File: config.mk
export PLATFORM = sky130hd
export DESIGN_NAME = sprite_plotter
export DESIGN_NICKNAME = d
export VERILOG_FILES = /design/src/rtl/duck_hunt_pkg.sv /design/src/rtl/sprite_scan_counter.sv /design/src/rtl/sprite_plotter.sv
export SDC_FILE = /design/constraint.sdc
export NUM_CORES = 1
export LEC_CHECK = 0
export ABC_AREA = 1
export BUFFER_PORTS_ARGS = -buffer_cell sky130_fd_sc_hd__buf_4
export CORE_MARGIN = 5
export CORE_UTILIZATION = 56
export CTS_BUF_LIST = sky130_fd_sc_hd__clkbuf_8 sky130_fd_sc_hd__clkbuf_16
export DETAILED_ROUTE_END_ITERATION = 16
export GPL_TIMING_DRIVEN = 1
export PLACE_DENSITY = 0.82
export SYNTH_ARGS = -nofsm -noshare
export SYNTH_HDL_FRONTEND = slang
export SYNTH_HIERARCHICAL = 1
export SYNTH_SLANG_ARGS = --single-unit
File: constraint.sdc
create_clock -name clock -period 3.9 [get_ports clock]
set_clock_uncertainty 0.15 [all_clocks]
set_input_delay 0.78 -clock clock [delete_from_list [all_inputs] [get_ports clock]]
set_output_delay 0.78 -clock clock [all_outputs]
set_load 0.01 [all_outputs]
File: src/rtl/duck_hunt_pkg.sv
// Shared constants and state encoding for the duck-hunt sprite engine.
package duck_hunt_pkg;

    localparam int SCREEN_X_MAX  = 159;
    localparam int SCREEN_Y_MAX  = 119;
    localparam int DEF_SPR_W     = 8;
    localparam int DEF_SPR_H     = 8;
    localparam int DEF_BG_COLOUR = 0;

    typedef enum logic [2:0] {
        ST_IDLE       = 3'd0,
        ST_ERASE_SEL  = 3'd1,
        ST_ERASE_SCAN = 3'd2,
        ST_DRAW_SEL   = 3'd3,
        ST_DRAW_SCAN  = 3'd4,
        ST_FINISH     = 3'd5
    } plot_state_e;

    // Counter width that stays legal for a range of size 1.
    function automatic int cnt_w(input int n);
        return (n > 1) ? $clog2(n) : 1;
    endfunction

endpackage

File: src/rtl/sprite_scan_counter.sv
// Row-major col/row walker over one SPR_W x SPR_H mask, shared by erase and draw.
module sprite_scan_counter
    import duck_hunt_pkg::*;
#(
    parameter int SPR_W = DEF_SPR_W,
    parameter int SPR_H = DEF_SPR_H,
    localparam int CW   = cnt_w(SPR_W),
    localparam int RW   = cnt_w(SPR_H)
) (
    input  logic          clock,
    input  logic          resetn,
    input  logic          clear_i,
    input  logic          en_i,
    output logic [CW-1:0] col_o,
    output logic [RW-1:0] row_o,
    output logic          last_o
);

    logic [CW-1:0] col_q;
    logic [RW-1:0] row_q;
    logic          col_end;
    logic          row_end;

    assign col_end = (col_q == CW'(SPR_W - 1));
    assign row_end = (row_q == RW'(SPR_H - 1));

    always_ff @(posedge clock or negedge resetn) begin
        if (!resetn) begin
            col_q <= '0;
            row_q <= '0;
        end else if (clear_i) begin
            col_q <= '0;
            row_q <= '0;
        end else if (en_i) begin
            if (col_end) begin
                col_q <= '0;
                row_q <= row_end ? '0 : row_q + 1'b1;
            end else begin
                col_q <= col_q + 1'b1;
            end
        end
    end

    assign col_o  = col_q;
    assign row_o  = row_q;
    assign last_o = col_end && row_end;

endmodule

File: src/rtl/sprite_plotter.sv
// Multi-sprite erase/redraw engine: erases every previously drawn sprite, then
// draws every enabled sprite, one clipped pixel per cycle to the VGA plot port.
//
// state      | meaning
// -----------+-----------------------------------------------------------
// IDLE       | waiting for start; snapshots inputs on start
// ERASE_SEL  | pick sprite idx; scan it if it was drawn last pass
// ERASE_SCAN | walk old box of sprite idx, plotting BG colour
// DRAW_SEL   | pick sprite idx; scan it if enabled in the snapshot
// DRAW_SCAN  | walk new box of sprite idx, plotting sprite colour
// FINISH     | done pulse; new positions become the erase targets
module sprite_plotter
    import duck_hunt_pkg::*;
#(
    parameter int NUM_SPRITES = 4,
    parameter int SPR_W       = DEF_SPR_W,
    parameter int SPR_H       = DEF_SPR_H,
    parameter int X_W         = 8,
    parameter int Y_W         = 7,
    parameter int X_MAX       = SCREEN_X_MAX,
    parameter int Y_MAX       = SCREEN_Y_MAX,
    parameter int COLOUR_W    = 3,
    parameter int BG_COLOUR   = DEF_BG_COLOUR
) (
    input  logic                            clock,
    input  logic                            resetn,
    input  logic                            start,
    input  logic [NUM_SPRITES-1:0]          sprite_en,
    input  logic [NUM_SPRITES*X_W-1:0]      pos_x,
    input  logic [NUM_SPRITES*Y_W-1:0]      pos_y,
    input  logic [NUM_SPRITES*COLOUR_W-1:0] sprite_colour,
    input  logic [SPR_W*SPR_H-1:0]          mask,
    output logic [X_W-1:0]                  plot_x,
    output logic [Y_W-1:0]                  plot_y,
    output logic [COLOUR_W-1:0]             plot_colour,
    output logic                            plot,
    output logic                            busy,
    output logic                            done
);

    localparam int IW = cnt_w(NUM_SPRITES);
    localparam int CW = cnt_w(SPR_W);
    localparam int RW = cnt_w(SPR_H);
    localparam int MW = cnt_w(SPR_W * SPR_H);

    plot_state_e                state_q;
    logic [IW-1:0]              idx_q;
    logic [NUM_SPRITES-1:0]     new_en_q;
    logic [NUM_SPRITES-1:0]     prev_valid_q;
    logic [X_W-1:0]             new_x_q    [NUM_SPRITES];
    logic [Y_W-1:0]             new_y_q    [NUM_SPRITES];
    logic [COLOUR_W-1:0]        new_col_q  [NUM_SPRITES];
    logic [X_W-1:0]             prev_x_q   [NUM_SPRITES];
    logic [Y_W-1:0]             prev_y_q   [NUM_SPRITES];

    logic                       idx_last;
    logic                       scan_clear;
    logic                       scan_en;
    logic                       scan_last;
    logic [CW-1:0]              col;
    logic [RW-1:0]              row;

    logic                       in_erase;
    logic                       in_draw;
    logic [X_W-1:0]             cur_x;
    logic [Y_W-1:0]             cur_y;
    logic [X_W:0]               sum_x;
    logic [Y_W:0]               sum_y;
    logic [MW-1:0]              bit_idx;

    assign idx_last   = (idx_q == IW'(NUM_SPRITES - 1));
    assign in_erase   = (state_q == ST_ERASE_SCAN);
    assign in_draw    = (state_q == ST_DRAW_SCAN);
    assign scan_clear = (state_q == ST_ERASE_SEL) || (state_q == ST_DRAW_SEL);
    assign scan_en    = in_erase || in_draw;

    sprite_scan_counter #(
        .SPR_W (SPR_W),
        .SPR_H (SPR_H)
    ) u_scan (
        .clock   (clock),
        .resetn  (resetn),
        .clear_i (scan_clear),
        .en_i    (scan_en),
        .col_o   (col),
        .row_o   (row),
        .last_o  (scan_last)
    );

    always_ff @(posedge clock or negedge resetn) begin
        if (!resetn) begin
            state_q      <= ST_IDLE;
            idx_q        <= '0;
            new_en_q     <= '0;
            prev_valid_q <= '0;
            for (int i = 0; i < NUM_SPRITES; i++) begin
                new_x_q[i]   <= '0;
                new_y_q[i]   <= '0;
                new_col_q[i] <= '0;
                prev_x_q[i]  <= '0;
                prev_y_q[i]  <= '0;
            end
        end else begin
            case (state_q)
                ST_IDLE: begin
                    if (start) begin
                        new_en_q <= sprite_en;
                        for (int i = 0; i < NUM_SPRITES; i++) begin
                            new_x_q[i]   <= pos_x[i*X_W +: X_W];
                            new_y_q[i]   <= pos_y[i*Y_W +: Y_W];
                            new_col_q[i] <= sprite_colour[i*COLOUR_W +: COLOUR_W];
                        end
                        idx_q   <= '0;
                        state_q <= ST_ERASE_SEL;
                    end
                end
                ST_ERASE_SEL: begin
                    if (prev_valid_q[idx_q]) begin
                        state_q <= ST_ERASE_SCAN;
                    end else if (idx_last) begin
                        idx_q   <= '0;
                        state_q <= ST_DRAW_SEL;
                    end else begin
                        idx_q <= idx_q + 1'b1;
                    end
                end
                ST_ERASE_SCAN: begin
                    if (scan_last) begin
                        if (idx_last) begin
                            idx_q   <= '0;
                            state_q <= ST_DRAW_SEL;
                        end else begin
                            idx_q   <= idx_q + 1'b1;
                            state_q <= ST_ERASE_SEL;
                        end
                    end
                end
                ST_DRAW_SEL: begin
                    if (new_en_q[idx_q]) begin
                        state_q <= ST_DRAW_SCAN;
                    end else if (idx_last) begin
                        state_q <= ST_FINISH;
                    end else begin
                        idx_q <= idx_q + 1'b1;
                    end
                end
                ST_DRAW_SCAN: begin
                    if (scan_last) begin
                        if (idx_last) begin
                            state_q <= ST_FINISH;
                        end else begin
                            idx_q   <= idx_q + 1'b1;
                            state_q <= ST_DRAW_SEL;
                        end
                    end
                end
                ST_FINISH: begin
                    for (int i = 0; i < NUM_SPRITES; i++) begin
                        prev_x_q[i] <= new_x_q[i];
                        prev_y_q[i] <= new_y_q[i];
                    end
                    prev_valid_q <= new_en_q;
                    idx_q        <= '0;
                    state_q      <= ST_IDLE;
                end
                default: state_q <= ST_IDLE;
            endcase
        end
    end

    assign cur_x = in_erase ? prev_x_q[idx_q] : new_x_q[idx_q];
    assign cur_y = in_erase ? prev_y_q[idx_q] : new_y_q[idx_q];

    // One extra bit so a box hanging off the right/bottom edge clips instead of wrapping.
    assign sum_x   = {1'b0, cur_x} + (X_W+1)'(col);
    assign sum_y   = {1'b0, cur_y} + (Y_W+1)'(row);
    assign bit_idx = MW'(row) * MW'(SPR_W) + MW'(col);

    assign plot = scan_en && mask[bit_idx]
                  && (sum_x <= (X_W+1)'(X_MAX))
                  && (sum_y <= (Y_W+1)'(Y_MAX));

    assign plot_x      = scan_en ? sum_x[X_W-1:0] : '0;
    assign plot_y      = scan_en ? sum_y[Y_W-1:0] : '0;
    assign plot_colour = in_erase ? COLOUR_W'(BG_COLOUR)
                       : in_draw  ? new_col_q[idx_q]
                       : '0;

    assign busy = (state_q != ST_IDLE);
    assign done = (state_q == ST_FINISH);

endmodule

# After elaboration in Yosys (flattened, before gate mapping)
# Cells that the tools add are included.
# Widths: inputs -> output; s select.
dict set report op_classes {
  add_sub_neg 6
  magnitude_cmp 5
  eq_ne 15
  n_mux 52
  n_bitwise 1
  n_reduce_logical 15
}
# op count
set op_table {}
lappend op_table {{$mux 3} 19}
lappend op_table {{$mux 8} 6}
lappend op_table {{$mux 7} 6}
lappend op_table {{$bmux 8 s2} 2}
lappend op_table {{$bmux 7 s2} 2}
lappend op_table {{$mux 2} 8}
lappend op_table {{$pmux 3 s5} 1}
lappend op_table {{$eq 3x3->1 const B} 4}
lappend op_table {{$pmux 2 s6} 1}
lappend op_table {{$ne 2x2->1 const B} 5}
lappend op_table {{$add 8x3->9} 1}
lappend op_table {{$le 9x8->1 const B} 1}
lappend op_table {{$add 7x3->8} 1}
lappend op_table {{$le 8x7->1 const B} 1}
lappend op_table {{$lt 6x7->1 const B} 1}
lappend op_table {{$add 3x1->3 const B} 2}
lappend op_table {{$add 6x3->6} 1}
lappend op_table {{$bmux 1 s6} 1}
lappend op_table {{$bmux 3 s2} 1}
lappend op_table {{$eq 3x2->1 const B} 2}
lappend op_table {{$ne 3x2->1 const B} 2}
lappend op_table {{$reduce_and 6->1} 1}
lappend op_table {{$reduce_bool 6->1} 1}
lappend op_table {{$reduce_and 5->1} 1}
lappend op_table {{14 further kinds} 23}
dict set report totals {
  reg_bits 151
  out_inout_bits 21
  elab_cells 120
}

# Depth between registers and ports, before layout
dict set report depth {
  ltp_word 9
  ltp_mapped 20
  mapped_depth_nobuf 18
}

# By module
# The synthesis kept the hierarchy.
# mod n_inst cells_each area_each_um2 seq_area_each_um2
set modules_own_cells {}
lappend modules_own_cells {sprite_plotter 1 1086 7953.9 3628.5}
lappend modules_own_cells {sprite_scan_counter 1 36 312.8 150.1}

# Least setup slack after synthesis
# No wires, ideal clock.
dict set report synth_timing {
  path_type {reg-to-output}
  start {register idx_q[0]}
  end {output port plot}
  t_arrival_ns 2.533
  required_ns 2.970
  setup_slack_ns 0.437
  stages_incl_launch_ff 19
  path_buffers 2
  cell_sequence {dfrtp_1 -> inv_2 -> clkbuf_1 -> clkbuf_1 -> nor2_1 -> o22ai_1 -> nor2_1 -> a31oi_1 -> ha_1 -> a21o_1 -> a31oi_1 -> nor2_2 -> nand2_1 -> nand2_1 -> nand2_1 -> nand2_1 -> nand2_1 -> nand2_1 -> nor2_2}
}
dict set report synth_between {
  elab_chain_cells 9
  word_cells_on_any_way 21
}
# element line_no
set synth_rtl {}
lappend synth_rtl {{start: declaration} sprite_plotter.sv:47} ;# logic [IW-1:0] idx_q;
lappend synth_rtl {{start signal: assignment} sprite_plotter.sv:124} ;# idx_q <= idx_q + 1'b1;
lappend synth_rtl {{start signal: assignment} sprite_plotter.sv:133} ;# idx_q <= idx_q + 1'b1;
lappend synth_rtl {{start signal: assignment} sprite_plotter.sv:144} ;# idx_q <= idx_q + 1'b1;
lappend synth_rtl {{$not 2->3 (implied by the code) *} {sprite_plotter.sv:171, sprite_plotter.sv:172}}
lappend synth_rtl {{$bmux 8 s2} sprite_plotter.sv:171} ;# assign cur_x = in_erase ? prev_x_q[idx_q] : new_x_q[idx_q];
lappend synth_rtl {{$mux 8 (implied by the code) (2 in a row)} sprite_plotter.sv:171}
lappend synth_rtl {{$mux 8} sprite_plotter.sv:171}
lappend synth_rtl {{$add 8x3->9} sprite_plotter.sv:175} ;# assign sum_x = {1'b0, cur_x} + (X_W+1)'(col);
lappend synth_rtl {{$le 9x8->1} sprite_plotter.sv:180} ;# && (sum_x <= (X_W+1)'(X_MAX))
lappend synth_rtl {{$logic_and 1x1->1} sprite_plotter.sv:180}
lappend synth_rtl {{$logic_and 1x1->1 *} sprite_plotter.sv:181} ;# && (sum_y <= (Y_W+1)'(Y_MAX));
lappend synth_rtl {{end: declaration} sprite_plotter.sv:36} ;# output logic plot,
# Mark *: on every way between the ends. The rest lies on a longest branch, timed or not. The select of a mux whose other input is x is not followed.

# Final worst setup path
dict set report layout_timing {
  start {register idx_q[1]}
  end {output port plot}
}
# The elaborated chain is that of the path after synthesis.

==> reports/qor.yml <==
yosys:
  yosysWarnings: 6
  syn_nets: 1278
  syn_avg_cell_area_um2: 7.37
  synth_common_cells: "nand2_1 (273), dfrtp_1 (151), nor2_1 (126)"
  synthArstFlopShare_pct: 100
  synth_top_area_share_pct: 45.7
  synth_cell_types: 34
  synth_most_common_cell: "nand2_1"
  synthCells: 1122
  yosysSeqAreaShare_pct: 45.7
  synth_edf_count: 0
  ys.flop_type: "dfrtp_1"
  synthesis.area_mm2: 0.00827
  synth_top_area_cell: "dfrtp_1"
  synth_area_leaders: "dfrtp_1 (46%), nand2_1 (12%), nand3_1 (6.7%)"
  synth_seq_cells: 151
sta:
  setup_viol: 1
  finalHoldViolCount: 0
  rsz0062_at_grt: "yes"
  drv_slew: 0
  setup_ws_ns: -0.0245
  maxSlewHeadroom_pct: 25.8
  tightest_slew_ns: 1.11
  post-route-period-util_pct: 101
  fmax_ghz: 0.255
  layout_min_cycle_time_ns: 3.92
floorplan:
  core_area_mm2: 0.0145
  die_h_um: 132
  design.die.area_mm2: 0.0173
  ioPinCount: 164
  rows: 44
  start_util_pct: 56.9
  fp.dieW_um: 132
worst_setup_path:
  worstPathMaxFanout: 7
  crit_family: "compound AO/OA/AOI/OAI gates"
  required_ns: 2.97
  start_kind: "flip-flop"
  cp_slowest_stage_delay_ns: 0.47
  slowest_stage: "dfrtp_2"
  cp_num_buf_inv: 3
  timing.rr.end: "idx_q[0]$_DFFE_PN0P_"
  path_cells: "clkinvlp_4, buf_6, o21ai_0, o22ai_1, nor2_1, a31oi_2, ha_2, a31oi_4, nor2_4, nand2_1, nand2_1, nand2_1, nand2_1, nand2_1, nand2_1, nor2_2, buf_4"
  end_kind: "output port"
  critical_path_class: "flip-flop to output port"
  path_common_cell: "nand2_1"
  worst-path-stages: 17
  r2r_setup_slack_ns: 1.47
  r2r_start: "state_q[2]$_DFFE_PN0P_"
  critical_path_arrival_ns: 2.99
  reg2regPathDepth: 10
clock_tree:
  htree_levels: 4
  numCtsBuffers: 17
  root_buffer: "clkbuf_16"
  clk_pin_slew_worst_paths_ns: 0.06
  clk_latency_ns: 0.42
  cts_tree: "built"
  cts_buffer_depth: 2
  cts.sinks: 151
  cts_hold_buf: 0
routing:
  via_per_inst: 5.43
  routed_wl_mm: 22.3
  vias: 7934
  detail_route.wl_per_cell_um: 15.3
  drt-initial-drc-count: 785
  drc: 0
  firstDrtPassIters: 8
  top_layer_used: "met4"
  wl_met2_mm: 10.8
  dr_wl_met3_mm: 1.55
  postRouteAntennaNets: 0
  drt-met1-wl_mm: 9.42
placement:
  place.gp.congestion: 0.897
  portBuffers: 163
  dp.final_hpwl_mm: 14.8
  dpl_cell_area_mm2: 0.00958
  pre_cts_ws_ns: 0.251
  placed_cells: 1419
job:
  max-cap-violations: 0
global_route:
  grt_pass1_vias: 7575
  grt_usage_pct: 25.0
  grt_overflow: 0
  grt_max_degree: 83
  grt_pass1_wl_mm: 36.3
  antenna_found_initial: 0
outcome:
  violations: "negative setup slack"
  status: "complete, but fails checks"
min_path:
  min_path_type: "input port to async pin"
pwr:
  leakagePower_nw: 5.36
  powerDensity_mw_per_mm2: 844
  ir_drop_uv: 551
final_layout:
  num-nets-final: 1420
  drive_above_1_share_pct: 22.3
  syn2layout_area_growth_pct: 26.0
  fin_area_mm2: 0.0104
  stdcell_count: 1461
  diodes: 0
[flip-flops by register name, indices dropped and copies added, names as in the netlist]
signal and flops:
prev_valid_q 4, u_scan/col_o 3, prev_x_q 32, state_q 3
new_en_q 4, prev_y_q 28, u_scan/row_o 3, new_col_q 12
new_y_q 28, idx_q 2, new_x_q 32
[power breakdown]
| group | leakage, nW | internal (mW) | switching [mW] |
|---|---|---|---|
| sequential | 1.74 | 2.33 | 0.420 |
| combinational | 3.32 | 1.63 | 2.76 |
| clock | 0.295 | 0.985 | 0.666 |
[what timing repair did]
item | CTS | global route
pin swaps | 0 | 13
gates cloned | 2 | 1
buffers inserted | 3 | 4
gates resized for setup | 10 | 28
endpoints found under the setup margin | 5 | 10
[logic make-up (layout without fill, tap and decap cells)]
group	Yosys count	in the layout	synth area share, %
AND/OR/NAND/NOR	532	532	26.8
adder cells (fa/ha/maj)	13	13	2.15
buffers and inverters	185	340	9.10
AO/OA/AOI/OAI	226	226	14.2
flip-flops	151	151	45.7
multiplexers	15	15	2.04
[layer usage]
layer	track usage (%)	vias to the layer above
met2	41.5	294
met3	6.08	43
met4	8.57	0
met5	0	-
met1	32.3	3696
li1	-	3901
[through the flow]
| stage | power [mW] | util (%) | hold slack [ns] | TNS [ns] |
|---|---|---|---|---|
| after global routing | 9.49 | 71.7 | 0.255 | -0.301 |
| final | 8.80 | 71.7 | 0.205 | -0.0245 |
| after CTS | 8.57 | 70.7 | 0.230 | 0 |
| after global placement | 6.64 | 65.9 | 0.306 | 0 |
| after detailed placement | 6.79 | 65.9 | 0.309 | 0 |
| after floorplan | 5.59 | - | 0.293 | 0 |
[final cells by class]
cell class                 count  area (um2)
clock inverter                13         146
timing repair inverter         1        7.51
timing repair buffer         187        1500
clock buffer                  19         453
multi-input combinational    786        3830
sequential                   151        3780
fill                        1205        4110
inverter                     120         463
tap                          184         230
[worst max path at each step]
stage / start / endpoint / slack [ns]
floorplan: idx_q[0]$_DFFE_PN0P_ / plot / 0.44
global placement: idx_q[1]$_DFFE_PN0P_ / plot / 0.30
detailed placement: idx_q[1]$_DFFE_PN0P_ / plot / 0.25
CTS: idx_q[1]$_DFFE_PN0P_ / plot / 0.008
global route: idx_q[1]$_DFFE_PN0P_ / plot / -0.16
finish: idx_q[1]$_DFFE_PN0P_ / plot / -0.02
[cell usage in the layout (no fill, tap or decap), types with 2 or more instances in the layout]
cell type   instances
nand2_1           271
buf_4             179
dfrtp_1           149
nor2_1            125
inv_1             108
nand3_1           107
o21ai_0            90
a21oi_1            86
o21ai_1            26
clkbuf_16          18
mux2_2             15
nand2_2            11
inv_2              10
o22ai_1             8
ha_1                8
clkinvlp_4          4
a31oi_1             4
o211ai_1            4
nor2_4              4
buf_12              4
nor2_2              3
inv_8               3
a31oi_2             3
nand3_2             3
ha_2                3
clkinv_2            3
nand3_4             2
nor3_1              2
clkbuf_8            2
clkinv_4            2
inv_6               2
bufinv_16           2
dfrtp_2             2
buf_6               2
No activity file was read; power rests on OpenSTA's default activity.
